[src/rtl/mux_rr_n.sv]
// rtl/mux_rr_n.sv - N-channel registered mux with manual or round-robin channel selection
// Valid/ready on every input and on the output; the single output register may refill while it drains.
module mux_rr_n #(
   parameter int N     = 8,
   parameter int W     = 1,
   parameter int SEL_W = 3
) (
   input  logic             clk,
   input  logic             rst,
   input  logic             i_mode,
   input  logic [SEL_W-1:0] i_sel,
   input  logic [N*W-1:0]   i_in_data,
   input  logic [N-1:0]     i_in_valid,
   output logic [N-1:0]     o_in_ready,
   output logic [W-1:0]     o_out_data,
   output logic [SEL_W-1:0] o_out_sel,
   output logic             o_out_valid,
   input  logic             i_out_ready
);

   typedef enum logic {EMPTY = 1'b0, FULL = 1'b1} state_t;

   state_t           r_state;
   logic [W-1:0]     r_data;
   logic [SEL_W-1:0] r_sel;
   logic [SEL_W-1:0] r_ptr;

   logic             w_load_en;
   logic             w_found;
   logic [SEL_W-1:0] w_grant;
   logic [W-1:0]     w_grant_data;

   assign w_load_en = (r_state == EMPTY) || i_out_ready;

   // Round-robin scans ptr..N-1 then 0..ptr-1; the index wraps at N, not at 2**SEL_W.
   always_comb begin
      int idx;
      idx     = 0;
      w_found = 1'b0;
      w_grant = '0;
      if (i_mode) begin
         for (int k = 0; k < N; k++) begin
            idx = int'(r_ptr) + k;
            if (idx >= N) idx = idx - N;
            if (!w_found && i_in_valid[idx]) begin
               w_found = 1'b1;
               w_grant = SEL_W'(idx);
            end
         end
      end else if (int'(i_sel) < N) begin
         if (i_in_valid[i_sel]) begin
            w_found = 1'b1;
            w_grant = i_sel;
         end
      end
   end

   assign w_grant_data = i_in_data[int'(w_grant)*W +: W];
   assign o_in_ready   = (w_load_en && w_found && !rst)
                         ? ({{(N-1){1'b0}}, 1'b1} << w_grant) : '0;

   always_ff @(posedge clk or posedge rst) begin
      if (rst) begin
         r_state <= EMPTY;
         r_data  <= '0;
         r_sel   <= '0;
         r_ptr   <= '0;
      end else if (w_load_en) begin
         if (w_found) begin
            r_state <= FULL;
            r_data  <= w_grant_data;
            r_sel   <= w_grant;
            if (i_mode)
               r_ptr <= (int'(w_grant) == N-1) ? '0 : w_grant + 1'b1;
         end else begin
            r_state <= EMPTY;
         end
      end
   end

   assign o_out_valid = (r_state == FULL);
   assign o_out_data  = r_data;
   assign o_out_sel   = r_sel;

endmodule

[config.mk]
export PLATFORM = sky130hd
export DESIGN_NAME = mux_rr_n
export DESIGN_NICKNAME = d
export VERILOG_FILES = /design/src/rtl/mux_rr_n.sv
export SDC_FILE = /design/constraint.sdc
export NUM_CORES = 1
export LEC_CHECK = 0
export ABC_AREA = 1
export CAP_MARGIN = 20
export CELL_PAD_IN_SITES_DETAIL_PLACEMENT = 1
export CELL_PAD_IN_SITES_GLOBAL_PLACEMENT = 1
export CORE_ASPECT_RATIO = 1.2
export CORE_MARGIN = 1
export CORE_UTILIZATION = 33
export DETAILED_ROUTE_END_ITERATION = 16
export GPL_TIMING_DRIVEN = 0
export PLACE_DENSITY_LB_ADDON = 0.1
export SETUP_SLACK_MARGIN = 0.02
export SLEW_MARGIN = 25
export SYNTH_ARGS = -nofsm -noshare
export SYNTH_HDL_FRONTEND = slang
export SYNTH_SLANG_ARGS = --single-unit
[constraint.sdc]
create_clock -name clk -period 4.1 [get_ports clk]
set_clock_uncertainty 0.1 [all_clocks]
set_input_delay 0.41 -clock clk [delete_from_list [all_inputs] [get_ports clk]]
set_output_delay 0.41 -clock clk [all_outputs]
set_load 0.05 [all_outputs]
* Yosys cells after proc, flatten, opt, wreduce, memory -nomap -nowiden
Cells that the tools add are included.
** Operators by class
- Add/sub/neg operators :: 16
- Magnitude comparators :: 17
- Equality and inequality tests :: 1
- Shift-type cells :: 2
- Mux-type cells :: 72
- Bitwise gates (word level) :: 1
- Reductions and logical operators :: 20
** Operators with widths (number)
- 2-to-1 mux 32 bit :: 16
- < comparator 32 x 5 -> 1 bit, second input constant :: 8
- 2-to-1 mux 1 bit :: 35
- subtractor 4 x 4 -> 5 bit, second input constant :: 7
- 2-to-1 mux 3 bit :: 11
- >= comparator 4 bit, second input constant :: 7
- binary-select mux 1 bit (select 3 bit) :: 9
- adder 3 x 3 -> 4 bit, second input constant :: 4
- logical AND 1 bit :: 9
- adder 3 x 2 -> 4 bit, second input constant :: 2
- logical NOT 1 bit :: 8
- 2-to-1 mux 8 bit :: 1
- indexed part select 8 x 4 -> 1 bit :: 1
- << shifter 1 x 3 -> 8 bit, first input constant :: 1
- subtractor 3 x 4 -> 5 bit, second input constant :: 1
- adder 3 x 1 -> 4 bit, second input constant :: 1
- >= comparator 3 x 4 -> 1 bit, second input constant :: 1
- < comparator 3 x 4 -> 1 bit, second input constant :: 1
- adder 3 x 1 -> 3 bit, second input constant :: 1
- equality test 3 x 1 -> 1 bit, second input constant :: 1
- AND reduction 3 bit :: 1
- AND reduction 2 bit :: 1
- logical OR 1 bit :: 1
- NOT 1 bit :: 1
** Storage, ports and cells
- Bits in registers :: 8
- Input bits :: 23
- Output and inout bits :: 13
- Word-level logic and storage cells :: 133

* Logic depth before layout (Yosys ltp)
Gate-level depths: netlist (run 1).
- Depth in word-level cells :: 39
- Gate-level depth with buffers :: 23

* Worst setup path before layout (run 1)
No wires, ideal clock.
- Kind :: reg2out
- From :: register r_ptr[0]
- To :: output port o_in_ready[7]
- Arrival :: 3204 ps
- Required time :: 3590 ps
- Path slack :: 386 ps
- Stages on the path, launching flop included :: 18
- Path buffers :: 1
- Path through :: dfrtp_1 -> inv_2 -> buf_4 -> ha_1 -> inv_2 -> nand3_1 -> nand2_1 -> nor2_1 -> o21bai_1 -> nor3_4 -> nand4_1 -> nand3_2 -> nand2_1 -> inv_2 -> ha_1 -> ha_1 -> inv_1 -> nor2_1
** Between the ends
- Cells in the longest elaborated chain, start to end :: 39
** RTL lines
- start, declared :: line 26 : logic [SEL_W-1:0] r_ptr;
- start signal, assigned :: line 74 : r_ptr <= (int'(w_grant) == N-1) ? '0 : w_grant + 1'b1;
- parallel branches: the longest is 38 deep, another holds subtractor 4 x 4 -> 5 bit
- 2-to-1 mux 8 bit (*) :: line 60 : ? ({{(N-1){1'b0}}, 1'b1} << w_grant) : '0;
- end, declared :: line 14 : output logic [N-1:0] o_in_ready,
Mark *: on every way between the ends. The select of a mux whose other input is x is not followed.

* Worst setup path after layout (run 1)
Same ends and word-level chain as after synthesis.

==> impl_metrics.env, run 1 <==
export IMPL_gp_congestion=0.8517
export IMPL_end_kind="output pin"
export IMPL_path_class="register to output pin"
export IMPL_setup_viol=0
export IMPL_yosysSeqAreaShare=0.1405
export IMPL_placedCellCount=334
export IMPL_ys_types=31
export IMPL_drc=0
export IMPL_finalCritPeriodShare=0.9516
export IMPL_grt_pass1_vias=1740
export IMPL_port_buffer_count=34
export IMPL_rsz0062_at_grt="no"
export IMPL_clk_path_buf_depth=2
export IMPL_syn_cell_area_um2=1425
export IMPL_drt_iter0_drc=47
export IMPL_syn_avg_cell_area_um2=5.793
export IMPL_drt_first_pass_iters=4
export IMPL_cts_root_buf="clkbuf_8"
export IMPL_wirelength_mm=4.732
export IMPL_status="finished clean"
export IMPL_yosysTopAreaCell="nand2_1"
export IMPL_vias=1763
export IMPL_cts_hold_buf=0
export IMPL_synthCells=246
export IMPL_syn_to_final_growth_pct=34.42
export IMPL_cts_made_buffers=3
export IMPL_yosysWarnings=0
export IMPL_cts_tree="built"
export IMPL_critPathRequiredTime_ns=3.59
export IMPL_grt_max_degree=11
export IMPL_via_per_inst=5.155
export IMPL_num_antenna_cells=0
export IMPL_hold_viol=0
export IMPL_synth_nets=273
export IMPL_synth_seq_cells=8
export IMPL_worstPathArrival_ns=3.39
export IMPL_startpoint_type="register"
export IMPL_hpwl_mm=3.972
export IMPL_antenna_left=0
export IMPL_antenna_found_initial=0
export IMPL_fmax_ghz=0.2563
export IMPL_holdWs_ns=0.3748
export IMPL_synth_area_top_cells="nand2_1 19%, nand3_1 18%, dfrtp_1 14%"
export IMPL_initial_utilization=0.3532
export IMPL_final_util=0.4747
export IMPL_maxSlewViolCount=0
export IMPL_cts_sinks=8
export IMPL_std_cell_rows=25
export IMPL_grt_pass1_wl_mm=7.652
export IMPL_clk_pin_slew_worst_paths_ns=0.04
export IMPL_cts_max_level=1
export IMPL_pin_count=36
export IMPL_die_h_um=73.99
export IMPL_dieArea_um2=4586
export IMPL_die_x_um=61.99
export IMPL_synth_top_area_share=0.1896
export IMPL_final_layout_size_suffix_gt1_frac=0.1979
export IMPL_min_period_ns=3.901
export IMPL_drv_cap=0
export IMPL_final_cells=342
export IMPL_hp_class="input pin to async pin"
export IMPL_coreArea_um2=4035
export IMPL_routedWlPerCell_um=13.84
export IMPL_overflow=0
export IMPL_worstPathMaxFanout=10
export IMPL_slew_headroom=0.6463
export IMPL_grt_util_all_layers=0.2192
export IMPL_setup_ws_ns=0.1986
export IMPL_insertion_delay_ns=0.23
export IMPL_final_net_count=317
export IMPL_dp_slack_ns=-0.4956
export IMPL_tightest_slew_ns=0.5295
-- synthesized netlist by cell type, drive strengths merged --
master  number
o21bai       3
buf          4
ha           4
nor3         1
a31oi        1
a221o        1
xnor2        1
dfrtp        8
xor2         3
o22ai        1
nand4        8
nand2       76
o21ai       13
inv         26
nand3       55
a21oi        5
nor2        36
-- placed cells by master (no fill, tap or decap), types with 3 or more instances in the layout --
cell type | Yosys | final
ha_1 | 4 | 3
nor2_1 | 31 | 31
nand4_1 | 7 | 7
nand3_1 | 50 | 49
buf_4 | 2 | 6
clkbuf_8 | 0 | 3
clkdlybuf4s50_1 | 0 | 26
dfrtp_1 | 8 | 7
nor2_4 | 4 | 4
buf_2 | 2 | 6
o21ai_1 | 9 | 9
inv_2 | 9 | 8
o21ai_0 | 3 | 3
nand2_2 | 3 | 5
nand3_2 | 4 | 5
nand2_1 | 72 | 69
inv_1 | 17 | 17
a21oi_1 | 4 | 4
-- kinds of logic (layout without fill, tap and decap cells) --
logic type	after synthesis	after routing	synth area share
AOI/OAI and AO/OA	24	24	0.1080
xor gates and xnor gates	4	4	0.03512
adders and majority gates	4	4	0.03512
buffers and inverters	30	72	0.08604
DFF	8	8	0.1405
and+or+nand+nor	176	176	0.5953
-- worst max-delay path, cell delays in order, from the launching register on --
cell and delay (ns):
dfrtp_1 0.40, inv_2 0.10, buf_6 0.15, ha_2 0.32, inv_2 0.11, nand3_1 0.10, nand3_1 0.13, nand2_2 0.09
nor2_4 0.17, nand3_4 0.09, nor3_4 0.30, nand4_1 0.17, nand3_2 0.15, nand2_4 0.09, inv_2 0.08, ha_1 0.16
ha_1 0.15, inv_1 0.06, nor2_1 0.14, buf_6 0.17
-- flip-flops by register name, summed over array words and instances (netlist names) --
name / count
o_out_sel: 3
r_ptr: 3
o_out_data: 1
o_out_valid: 1
-- layout make-up --
type / instances / area (um^2)
Sequential cell: 8 / 201.4
Inverter: 26 / 100.1
Buffer: 4 / 28.78
Fill cell: 572 / 2120
Multi-Input combinational cell: 208 / 1126
Clock buffer: 3 / 41.29
Tap cell: 54 / 67.56
Timing Repair Buffer: 39 / 350.3
-- metrics by stage --
stage	TNS, ns	area, um^2
2_1_floorplan	0	1425
3_5_place_dp	-2.185	1833
3_3_place_gp	-1.583	1833
6_report	0	1916
4_1_cts	-0.02464	1874
5_1_grt	0	1916
-- path summary, 6_finish.rpt --
| check | startpoint | end | slack [ns] | depth (start not counted) |
|---|---|---|---|---|
| min in group clk | o_out_data | o_out_data | 0.40 | 2 |
| worst max register to register | r_ptr[0] | r_ptr[0] | 0.85 | 19 |
| worst max-delay path | r_ptr[0] | o_in_ready[7] | 0.20 | 19 |
| worst min-delay path | rst | o_out_sel[2] | 0.37 | 2 |
| max in group asynchronous | rst | r_ptr[1] | 3.26 | 2 |
| worst min register to register | o_out_data | o_out_data | 0.40 | 2 |
-- per-layer routing --
layer  GRT usage  vias up  wire length, um
met5           0        -                0
li1            -      900                -
met4     0.04444        0               46
met3     0.01217        6              136
met1      0.2540      822             2048
met2      0.4267       35             2501
-- repair_timing --
action / 4_1_cts / 5_1_grt
gates resized for setup: 27 / 19
buffers inserted: 0 / 5
pin swaps: 0 / 4
setup endpoints to repair: 8 / 8
Power of run 1 is not shown: default switching activity piles up to over one toggle a cycle in this logic, so the estimate is an artifact.
==> run 2: changes to the inputs <==
Settings changed: CORE_ASPECT_RATIO 1.2 to default, GPL_TIMING_DRIVEN 0 to default.
Clock period 4.1 ns to 3.79 ns, I/O delays scaled along.
==> run 2 against run 1 <==
- sequential share of layout area decreased by 0.92 points
- core utilization rose by 3.9 points
- die area barely moved
- first-iteration DRC count grew 72%
- critical path depth grew 3
- critical endpoint unchanged
- wire length up 13%
==> impl_metrics.env, run 2 (synthesis results as in run 1) <==
export IMPL_end_kind="output pin"
export IMPL_std_cell_rows=23
export IMPL_critPathRequiredTime_ns=3.31
export IMPL_grt_util_all_layers=0.2441
export IMPL_min_period_ns=3.596
export IMPL_cp_common_cell="nand2_1"
export IMPL_startpoint_type="register"
export IMPL_fin_tns_setup_ns=0
export IMPL_setup_viol=0
export IMPL_maxSlewViolCount=0
export IMPL_path_class="register to output pin"
export IMPL_use_met2=0.3948
export IMPL_path_delay_family="simple AND/OR/NAND/NOR gates"
export IMPL_via_per_inst=5.379
export IMPL_cts_tree="built"
export IMPL_busiest_layer="met2"
export IMPL_pin_count=36
export IMPL_worst_path_stages=22
export IMPL_crit_path_top_delay_cell="ha_2"
export IMPL_placedCellCount=334
export IMPL_final_util=0.5138
export IMPL_critPathBufInv=5
export IMPL_drt_first_pass_iters=4
export IMPL_gp_congestion=0.8568
export IMPL_worstPathArrival_ns=3.12
export IMPL_overflow=0
export IMPL_initial_utilization=0.3487
export IMPL_grt_max_degree=17
export IMPL_port_buffer_count=35
export IMPL_tightest_slew_ns=0.4925
export IMPL_path_cells="inv_2 -> ha_2 -> inv_4 -> nand3_1 -> nand2_1 -> nand2_1 -> nand2_1 -> nand2_1 -> nand2_1 -> nand2_1 -> nand2_1 -> nor2_1 -> nand2_1 -> nor2_1 -> nand3_2 -> nand2_2 -> inv_2 -> ha_1 -> ha_1 -> inv_1 -> nor2_4 -> buf_12"
export IMPL_antenna_left=0
export IMPL_drv_cap=0
export IMPL_grt_pass1_vias=1786
export IMPL_wirelength_mm=5.348
export IMPL_syn_to_final_growth_pct=47.32
export IMPL_dp_slack_ns=0.01685
export IMPL_rsz0062_at_grt="yes"
export IMPL_status="finished clean"
export IMPL_slew_headroom=0.6706
export IMPL_clk_path_buf_depth=2
export IMPL_layout_common_cells="68 x nand2_1, 47 x nand3_1, 27 x clkdlybuf4s50_1, 25 x nor2_1, 16 x inv_1"
export IMPL_hpwl_mm=4.219
export IMPL_setup_ws_ns=0.1936
export IMPL_cts_sinks=8
export IMPL_finalCritPeriodShare=0.9489
export IMPL_max_stage_delay_ns=0.40
export IMPL_fmax_ghz=0.2781
export IMPL_gr_usage_met3=0.03209
export IMPL_cts_root_buf="clkbuf_8"
export IMPL_num_antenna_cells=0
export IMPL_worstPathMaxFanout=6
export IMPL_routedWlPerCell_um=15.73
export IMPL_drc=0
export IMPL_final_cells=340
export IMPL_hp_class="input pin to async pin"
export IMPL_vias=1829
export IMPL_dieArea_um2=4585
export IMPL_clk_pin_slew_worst_paths_ns=0.04
export IMPL_final_layout_size_suffix_gt1_frac=0.2448
export IMPL_final_net_count=319
export IMPL_cts_hold_buf=0
export IMPL_grt_use_met1=0.3481
export IMPL_die_h_um=67.72
export IMPL_cts_made_buffers=3
export IMPL_drt_iter0_drc=81
export IMPL_grt_pass1_wl_mm=8.342
export IMPL_antenna_found_initial=0
export IMPL_die_x_um=67.72
export IMPL_coreArea_um2=4086
export IMPL_reg2reg_depth=22
export IMPL_final_common_cell="nand2_1"
export IMPL_insertion_delay_ns=0.23
export IMPL_hold_viol=0
export IMPL_cts_max_level=1
[run 2: cell types whose count changed in the layout (fill, tap and decap cells not counted), moves of 3 or more]
| cell | change |
|---|---|
| buf_12 | +8 |
| buf_2 | -6 |
| nor2_2 | +3 |
| nor2_4 | +3 |
| buf_4 | +4 |
| nor2_1 | -6 |
[run 2: stage by stage]
stage,area [um^2],hold WS (ns)
after floorplan,1425,0.1029
after global placement,1946,0.3640
after detailed placement,1946,0.3908
after CTS,2017,0.3556
after global routing,2100,0.3787
final,2100,0.3482
[run 2: worst register-to-register path: cells and delay by family (launching register included)]
family	cells	cell delay, ns
buffers and inverters	4	0.28
DFF	1	0.38
adders and majority gates	3	0.77
and+or+nand+nor	14	1.33
AOI/OAI and AO/OA	1	0.09
[run 2: cell type report]
| cell class | count | area, um^2 |
|---|---|---|
| repair buffers | 45 | 505.5 |
| flip-flops and latches | 8 | 201.4 |
| multi-input cells | 208 | 1189 |
| well taps | 50 | 62.56 |
| inverters | 26 | 100.1 |
| clock buffers | 3 | 41.29 |
| fillers | 557 | 1987 |
[run 2: what timing repair did]
item / 4_1_cts / 5_1_grt
resized for setup: 3 / 22
endpoints found under the setup margin: 8 / 8
setup buffers: 3 / 0
pin swaps: 1 / 4
[run 2: worst paths after layout]
check / slack (ns) / startpoint / endpoint
worst max-delay path: 0.19 / r_ptr[0] / o_in_ready[7]
worst min-delay path: 0.35 / rst / o_out_valid
worst max register to register: 0.75 / r_ptr[0] / r_ptr[0]
worst min register to register: 0.40 / o_out_data / o_out_data
max in group asynchronous: 2.98 / rst / r_ptr[1]
min in group clk: 0.40 / o_out_data / o_out_data
[run 2: per-layer routing]
layer | part of all wire | wire length (um)
met1 | 0.48 | 2564
met3 | 0.040 | 214
met5 | 0 | 0
met2 | 0.48 | 2562
met4 | 0.0011 | 6
Power of run 2 is left out for the same reason.
==> run 3: changes to the inputs <==
--- a/config.mk
+++ b/config.mk
@@ -14,2 +14,3 @@
 export DETAILED_ROUTE_END_ITERATION = 16
+export GPL_TIMING_DRIVEN = 0
 export PLACE_DENSITY_LB_ADDON = 0.1
--- a/constraint.sdc
+++ b/constraint.sdc
@@ -4,2 +4,2 @@
 set_output_delay 0.379 -clock clk [all_outputs]
-set_load 0.05 [all_outputs]
+set_load 0.1 [all_outputs]
==> run 3 against run 2 <==
- sequential share of layout area is 0.069 points higher
- die area unchanged
- core utilization fell by 0.37 points
- register-to-register slack about the same
- critical endpoint unchanged
- highest routed layer unchanged
==> impl_metrics.env, run 3 (synthesis results as in run 1) <==
export IMPL_worstPathArrival_ns=3.12
export IMPL_status="finished clean"
export IMPL_hpwl_mm=4.073
export IMPL_holdWs_ns=0.3463
export IMPL_port_buffer_count=34
export IMPL_worstPathMaxFanout=6
export IMPL_max_stage_delay_ns=0.54
export IMPL_die_h_um=67.72
export IMPL_final_cells=344
export IMPL_wirelength_mm=5.205
export IMPL_gp_congestion=0.8197
export IMPL_routedWlPerCell_um=15.13
export IMPL_drt_iter0_drc=78
export IMPL_final_common_cell="nand2_1"
export IMPL_placedCellCount=330
export IMPL_end_kind="output pin"
export IMPL_fill_cells=555
export IMPL_hold_viol=0
export IMPL_reg2reg_depth=19
export IMPL_path_delay_family="buffers and inverters"
export IMPL_initial_utilization=0.3487
export IMPL_cts_root_buf="clkbuf_8"
export IMPL_multi_input_area_um2=1222
export IMPL_antenna_found_initial=0
export IMPL_num_antenna_cells=0
export IMPL_crit_path_top_delay_cell="clkdlybuf4s50_1"
export IMPL_grt_pass1_vias=1753
export IMPL_overflow=0
export IMPL_cts_tree="built"
export IMPL_maxSlewViolCount=0
export IMPL_grt_max_degree=11
export IMPL_std_cell_rows=23
export IMPL_final_net_count=323
export IMPL_startpoint_type="input pin"
export IMPL_dieArea_um2=4585
export IMPL_finalCritPeriodShare=0.9504
export IMPL_vias=1820
export IMPL_path_cells="clkdlybuf4s50_1 -> inv_1 -> nand2_1 -> a221o_1 -> nand2_1 -> inv_1 -> o21bai_1 -> nand2_4 -> inv_2 -> ha_2 -> ha_2 -> inv_2 -> nor2_4 -> buf_12"
export IMPL_path_class="input pin to output pin"
export IMPL_grt_util_all_layers=0.2379
export IMPL_die_x_um=67.72
export IMPL_tightest_slew_ns=0.9610
export IMPL_cts_max_level=1
export IMPL_hp_class="input pin to async pin"
export IMPL_clk_path_buf_depth=2
export IMPL_syn_to_final_growth_pct=46.27
export IMPL_antenna_left=0
export IMPL_reg2reg_from="r_ptr[1]"
export IMPL_reg2reg_to="r_ptr[2]"
export IMPL_rsz0062_at_grt="no"
export IMPL_coreArea_um2=4086
export IMPL_critPathBufInv=6
export IMPL_cts_sinks=8
export IMPL_slew_headroom=0.3574
export IMPL_drv_cap=0
export IMPL_layout_common_cells="67 x nand2_1, 44 x nand3_1, 26 x nor2_1, 26 x clkdlybuf4s50_1, 18 x buf_4"
export IMPL_drt_first_pass_iters=4
export IMPL_setup_viol=0
export IMPL_drc=0
export IMPL_insertion_delay_ns=0.23
export IMPL_rrSetupSlack_ns=0.76
export IMPL_critPathRequiredTime_ns=3.31
export IMPL_via_per_inst=5.291
export IMPL_grt_pass1_wl_mm=8.231
export IMPL_min_period_ns=3.602
export IMPL_cts_made_buffers=3
export IMPL_final_seq_area_um2=201.4
export IMPL_pin_count=36
export IMPL_clk_pin_slew_worst_paths_ns=0.04
export IMPL_final_layout_size_suffix_gt1_frac=0.2755
export IMPL_fmax_ghz=0.2776
## run 3: changes by cell type in the layout (fill, tap and decap cells not counted), sizes merged
cell and change:
buf +5, clkdlybuf4s50 -1
## run 3: area by class of cell
cell class,instances,area share
Buffer,4,0.01561
Clock buffer,3,0.01981
Sequential cell,8,0.09664
Multi-Input combinational cell,208,0.5864
Tap cell,50,0.03001
Inverter,26,0.05042
Timing Repair Buffer,45,0.2011
## run 3: how the worst max path moves through the flow
stage | startpoint | end | depth (start not counted)
2_1_floorplan | r_ptr[0] | o_in_ready[0] | 17
3_3_place_gp | r_ptr[1] | o_in_ready[7] | 17
3_5_place_dp | r_ptr[1] | o_in_ready[7] | 17
4_1_cts | r_ptr[0] | o_in_ready[7] | 22
5_1_grt | r_ptr[0] | o_in_ready[7] | 22
6_report | i_sel[0] | o_in_ready[7] | 14
## run 3: timing repair
action	in CTS	in global routing
endpoints found under the setup margin	8	8
pin swaps	5	8
resized for setup	64	18
hold buffers	0	0
setup buffers	5	6
## run 3: per-stage QoR
stage          worst slack, ns  setup TNS (ns)  area [um^2]    util
6_report                0.1881               0         2085  0.5101
2_1_floorplan          -0.3287          -1.026         1438       -
3_5_place_dp            -1.112          -7.054         1841  0.4504
5_1_grt                0.01243               0         2085  0.5101
4_1_cts                0.03082               0         1964  0.4807
3_3_place_gp           -0.9975          -6.413         1841  0.4504
## run 3: layer usage
layer / GRT usage / vias up / wire, um
li1: - / 916 / -
met1: 0.3410 / 876 / 2644
met2: 0.3899 / 26 / 2473
met3: 0.02027 / 2 / 70
met4: 0.03191 / 0 / 17
met5: 0 / - / 0
Power of run 3 is left out for the same reason.
